File: src/rtl/alu_seq_pkg.sv
// Shared types and default widths for the ALU operation sequencer.
package alu_seq_pkg;

    typedef enum logic [1:0] {
        IDLE    = 2'd0,
        SETTLE  = 2'd1,
        CAPTURE = 2'd2
    } seq_state_e;

    localparam int DEF_A_W   = 6;
    localparam int DEF_B_W   = 6;
    localparam int DEF_OP_W  = 4;
    localparam int DEF_RES_W = 8;

    // Settle counter is 4 bits wide, so the window tops out at 15 cycles.
    localparam int SETTLE_CNT_W = 4;
    localparam int SETTLE_MAX   = 15;

endpackage

File: src/rtl/alu_seq_fifo.sv
// Synchronous FIFO holding captured ALU results; head is presented combinationally.
module alu_seq_fifo #(
    parameter int WIDTH = 8,
    parameter int DEPTH = 4
) (
    input  logic                     clk,
    input  logic                     rst,
    input  logic                     push,
    input  logic                     pop,
    input  logic [WIDTH-1:0]         din,
    output logic [WIDTH-1:0]         dout,
    output logic [$clog2(DEPTH):0]   count,
    output logic                     full,
    output logic                     empty
);

    localparam int AW = $clog2(DEPTH);
    localparam logic [AW:0] DEPTH_C = (AW+1)'(DEPTH);

    logic [WIDTH-1:0] mem [DEPTH];
    logic [AW-1:0]    wr_ptr, rd_ptr;
    logic             do_push, do_pop;

    assign full    = (count == DEPTH_C);
    assign empty   = (count == '0);
    assign do_push = push && !full;
    assign do_pop  = pop && !empty;
    // Zero when empty so the response data reads 0 out of reset.
    assign dout    = empty ? '0 : mem[rd_ptr];

    always_ff @(posedge clk) begin
        if (rst) begin
            wr_ptr <= '0;
            rd_ptr <= '0;
            count  <= '0;
        end else begin
            if (do_push) wr_ptr <= wr_ptr + 1'b1;
            if (do_pop)  rd_ptr <= rd_ptr + 1'b1;
            case ({do_push, do_pop})
                2'b10:   count <= count + 1'b1;
                2'b01:   count <= count - 1'b1;
                default: count <= count;
            endcase
        end
    end

    always_ff @(posedge clk) begin
        if (!rst && do_push) mem[wr_ptr] <= din;
    end

endmodule

File: src/rtl/alu_op_sequencer.sv
// Clocked front end for the combinational KGP ALU: accept, settle, capture, return in order.
// Optional statistics counters are enabled with ALU_SEQ_STATS_EN.
module alu_op_sequencer
    import alu_seq_pkg::*;
#(
    parameter int A_W        = DEF_A_W,
    parameter int B_W        = DEF_B_W,
    parameter int OP_W       = DEF_OP_W,
    parameter int RES_W      = DEF_RES_W,
    parameter int SETTLE_CYC = 2,
    parameter int FIFO_DEPTH = 4
) (
    input  logic             clk,
    input  logic             rst,
    input  logic             req_valid,
    output logic             req_ready,
    input  logic [A_W-1:0]   req_a,
    input  logic [B_W-1:0]   req_b,
    input  logic [OP_W-1:0]  req_op,
    output logic [A_W-1:0]   alu_a,
    output logic [B_W-1:0]   alu_b,
    output logic [OP_W-1:0]  alu_c,
    input  logic [RES_W-1:0] alu_d,
    output logic             rsp_valid,
    input  logic             rsp_ready,
    output logic [RES_W-1:0] rsp_data,
    output logic             busy
`ifdef ALU_SEQ_STATS_EN
    ,
    output logic [15:0]      stat_ops,
    output logic [15:0]      stat_stall
`endif
);

    localparam logic [SETTLE_CNT_W-1:0] SETTLE_LD = SETTLE_CNT_W'(SETTLE_CYC - 1);

    seq_state_e              state_q, state_d;
    logic [SETTLE_CNT_W-1:0] cnt_q, cnt_d;
    logic                    accept, push;
    logic [$clog2(FIFO_DEPTH):0] fifo_count;
    logic                    fifo_full, fifo_empty;

    // Only IDLE accepts, and nothing is in flight there, so free space is just !full.
    assign req_ready = (state_q == IDLE) && !fifo_full;
    assign rsp_valid = !fifo_empty;
    assign busy      = (state_q != IDLE) || (fifo_count != '0);

    always_comb begin
        state_d = state_q;
        cnt_d   = cnt_q;
        accept  = 1'b0;
        push    = 1'b0;
        case (state_q)
            IDLE: begin
                if (req_valid && req_ready) begin
                    accept  = 1'b1;
                    cnt_d   = SETTLE_LD;
                    state_d = SETTLE;
                end
            end
            SETTLE: begin
                if (cnt_q == '0) state_d = CAPTURE;
                else             cnt_d   = cnt_q - 1'b1;
            end
            CAPTURE: begin
                push    = 1'b1;
                state_d = IDLE;
            end
            default: state_d = IDLE;
        endcase
    end

    always_ff @(posedge clk) begin
        if (rst) begin
            state_q <= IDLE;
            cnt_q   <= '0;
            alu_a   <= '0;
            alu_b   <= '0;
            alu_c   <= '0;
        end else begin
            state_q <= state_d;
            cnt_q   <= cnt_d;
            if (accept) begin
                alu_a <= req_a;
                alu_b <= req_b;
                alu_c <= req_op;
            end
        end
    end

    alu_seq_fifo #(
        .WIDTH (RES_W),
        .DEPTH (FIFO_DEPTH)
    ) u_res_fifo (
        .clk   (clk),
        .rst   (rst),
        .push  (push),
        .pop   (rsp_ready),
        .din   (alu_d),
        .dout  (rsp_data),
        .count (fifo_count),
        .full  (fifo_full),
        .empty (fifo_empty)
    );

`ifdef ALU_SEQ_STATS_EN
    always_ff @(posedge clk) begin
        if (rst) begin
            stat_ops   <= '0;
            stat_stall <= '0;
        end else begin
            if (push && stat_ops != 16'hFFFF)
                stat_ops <= stat_ops + 16'd1;
            if (req_valid && !req_ready && stat_stall != 16'hFFFF)
                stat_stall <= stat_stall + 16'd1;
        end
    end
`endif

endmodule

File: config.mk
export PLATFORM = sky130hd
export DESIGN_NAME = alu_op_sequencer
export DESIGN_NICKNAME = d
export VERILOG_FILES = /design/src/rtl/alu_seq_pkg.sv /design/src/rtl/alu_seq_fifo.sv /design/src/rtl/alu_op_sequencer.sv
export SDC_FILE = /design/constraint.sdc
export NUM_CORES = 1
export LEC_CHECK = 0
export ABC_AREA = 1
export CAP_MARGIN = 15
export CORE_ASPECT_RATIO = 1.4
export CORE_MARGIN = 2
export CORE_UTILIZATION = 35
export CTS_BUF_LIST = sky130_fd_sc_hd__clkbuf_8
export DETAILED_ROUTE_END_ITERATION = 7
export HOLD_SLACK_MARGIN = 0.1
export PLACE_DENSITY = 0.63
export SLEW_MARGIN = 25
export SYNTH_ARGS = -nofsm -noshare
export SYNTH_HDL_FRONTEND = slang
export SYNTH_SLANG_ARGS = --single-unit
File: constraint.sdc
create_clock -name clk -period 2.3 [get_ports clk]
set_clock_uncertainty 0.2 [all_clocks]
set_input_delay 0.69 -clock clk [delete_from_list [all_inputs] [get_ports clk]]
set_output_delay 0.69 -clock clk [all_outputs]
set_load 0.1 [all_outputs]
==> impl_metrics.ini <==
[grt]
grt_use_met2_pct = 27.83
grt_overflow = 0
busiest_layer = met2
use_met3_pct = 3.859
grt_pass1_vias = 2102
grt_first_pass_wirelength_um = 10010
grtUsageTotal_pct = 15.56
antenna_found_initial = 0
met1_usage_pct = 17.21
grt_max_degree = 23

[outcome]
violations = negative setup slack
status = complete, but fails checks

[layout]
num_antenna_cells = 0
nNetsFinal = 375
area_growth_pct = 55.89
fin_area_um2 = 4156
stdcell_count = 442
fill_cells = 617
drive_above_1_share_pct = 36.81

[sta]
worstMarginPinSlew_ns = 0.3123
max_slew_margin_pct = 79.18
worst_slack_ns = -0.09491
period_minus_slack_ns = 2.395
slew_viol_final = 0
final_hold_viol_count = 0
rsz0062_at_grt = yes
min_period_over_period_pct = 104.1
fmax_mhz = 417.6
setup_viol = 8

[place]
io_buffers = 54
hpwl_um = 4273
place_inst = 420
place_congestion = 0.7597
placed_cell_area_um2 = 3750

[critical_path]
crit_type = reg2out
rr_endpoint = u_res_fifo.count[2]
end_kind = output pin
cp.depth = 6
worstPathMaxFanout = 6
cp_top_family = flip-flops
critPathArrivalTime_ns = 1.50
r2r_start = u_res_fifo.count[1]
crit_top_cell = nor2_1
crit_path_end = rsp_data[4]
startpoint_type = flop
reg2reg_depth = 11
required_ns = 1.41
crit_chain = clkbuf_16 -> nor2_1 -> nor2_1 -> o21ai_1 -> a21oi_4 -> buf_12
crit_path_top_delay_cell = dfxtp_4
cpPeakStageDelay_ns = 0.41
r2r_slack_ns = 0.14
critPathBufInv = 2

[floorplan]
initial_core_util_pct = 36.22
die_area_um2 = 8342
fp-row-count = 37
die_x_um = 77.77
die_y_um = 107.3
io_pins = 55
core_area_um2 = 7361

[logic_synthesis]
synthMostInstantiatedCell = nor2_1
synthTopCellsByArea = edfxtp_1, dfxtp_1, nor2_1
syn_area_per_cell_um2 = 9.986
synthArstFlopShare_pct = 0
syn_area_um2 = 2666
synth_top_area_share_pct = 36.04
synth_top_cell_by_area = edfxtp_1
ys_warn_count = 0
syn-num-nets = 302
ys_seq_elements = 63
synthFlopType = edfxtp_1
synth_edf_count = 32
synth_common_cells = nor2_1, edfxtp_1, dfxtp_1
ys_types = 28
synth_cells = 267
ys_seq_area_share_pct = 59.31

[power]
power_leakage_nw = 1.523
p_sw_share_pct = 43.91
p_int_w = 0.003021
seqPwrFrac_pct = 25.6
p_per_area_nw_per_um2 = 1296
ir_drop_v = 0.0008586
switching_power_w = 0.002365
clkPwrFrac_pct = 18.9
pwr-share-comb_pct = 55.5
total_power_w = 0.005386

[detailed_routing]
wire_per_inst_um = 13.95
drc = 0
drtAntennaViolNets = 0
drtPass1Iterations = 4
drt_wl_total_um = 6166
avgViaCountPerCell = 4.760
via_count = 2104
drt_iter0_markers = 59

[cts]
insertion_delay_ns = 0.33
cts_buffers = 9
cts.sink_count = 63
h-tree-depth = 3
cts_tree = yes
clk_path_buf_depth = 2
path_clk_slew_ns = 0.07
cts_hold_buf = 0
root_buffer = clkbuf_8

[flow_run]
cap_viol_max_count = 0

[worst_hold_path]
holdCritPathClass = reg2reg
whs_path_depth = 1
[through the flow]
step | util [%] | hold WS (ns) | setup WS, ns | TNS, ns
6_report | 56.47 | 0.2959 | -0.09491 | -0.4937
3_3_place_gp | 50.94 | 0.2732 | -0.3781 | -0.4658
4_1_cts | 55.04 | 0.2950 | -0.07388 | -0.4358
2_1_floorplan | - | 0.2548 | -0.04984 | -0.08444
3_5_place_dp | 50.94 | 0.2783 | -0.4276 | -0.5546
5_1_grt | 56.47 | 0.3287 | -0.2033 | -1.156
[timing repair]
action,CTS,global route
setup buffers,4,1
resized for setup,21,31
pin swaps,2,16
setup endpoints to repair,10,11
gates cloned,1,1
[cells in the final DEF (no fill, tap or decap), drive strengths merged, types with 6 or more instances in the layout]
master / count
a21oi: 38
buf: 46
clkbuf: 10
clkdlybuf4s50: 26
dfxtp: 31
edfxtp: 32
ha: 6
inv: 23
nand2: 25
nand3: 23
nor2: 43
o21ai: 26
[state kept, by name, indices dropped and copies added (netlist names), named ones only]
name	cells
u_res_fifo.count	3
u_res_fifo.rd_ptr	2
state_q	2
u_res_fifo.mem	32
u_res_fifo.wr_ptr	2
alu_b	6
alu_a	6
alu_c	4
cnt_q	4
[final cells by class]
class	count	area, um2	share of cell area (%)
sequential	63	1593	38.32
clock inverter	7	88.84	2.137
multi-input combinational	169	1109	26.67
clock buffer	9	123.9	2.980
inverter	22	87.58	2.107
tap	97	121.4	2.920
timing repair buffer	75	1033	24.86
[power groups by stage]
stage          clock (W)  combinational (W)  sequential (W)
3_5_place_dp           0            0.00269         0.00139
5_1_grt          0.00110            0.00312         0.00139
2_1_floorplan          0            0.00155         0.00157
4_1_cts          0.00104            0.00295         0.00137
3_3_place_gp           0            0.00266         0.00138
6_report         0.00102            0.00299         0.00138
[worst register-to-register path, cell delays in order, from the launching register on]
cell     delay, ns
dfxtp_4       0.36
buf_4         0.13
inv_2         0.08
nand3_4       0.09
nand3_1       0.18
ha_2          0.21
inv_2         0.04
fa_2          0.36
a21oi_2       0.12
o21ai_1       0.09
o21ai_1       0.14
a21oi_1       0.05
[worst min-delay path by stage]
stage	slack, ns	startpoint	endpoint
after floorplan	0.25	u_res_fifo.count[0]	u_res_fifo.count[0]
after global placement	0.27	u_res_fifo.rd_ptr[0]	u_res_fifo.rd_ptr[0]
after detailed placement	0.28	u_res_fifo.rd_ptr[0]	u_res_fifo.rd_ptr[0]
after CTS	0.30	u_res_fifo.rd_ptr[0]	u_res_fifo.rd_ptr[0]
after global routing	0.33	cnt_q[1]	cnt_q[1]
final	0.30	u_res_fifo.rd_ptr[0]	u_res_fifo.rd_ptr[0]
[cells by family after synthesis]
kind of cell	synth area share, %
compound gates	13.42
xor+xnor	0.3285
simple gates	17.13
fa+ha+maj	3.566
flops	59.31
buf+inv	6.241
[routing by layer]
metal,vias up,share of wire [%]
li1,1050,-
met1,992,40
met2,55,53
met3,7,5.3
met4,0,1.2
met5,-,0
No activity file was read; power rests on OpenSTA's default activity.
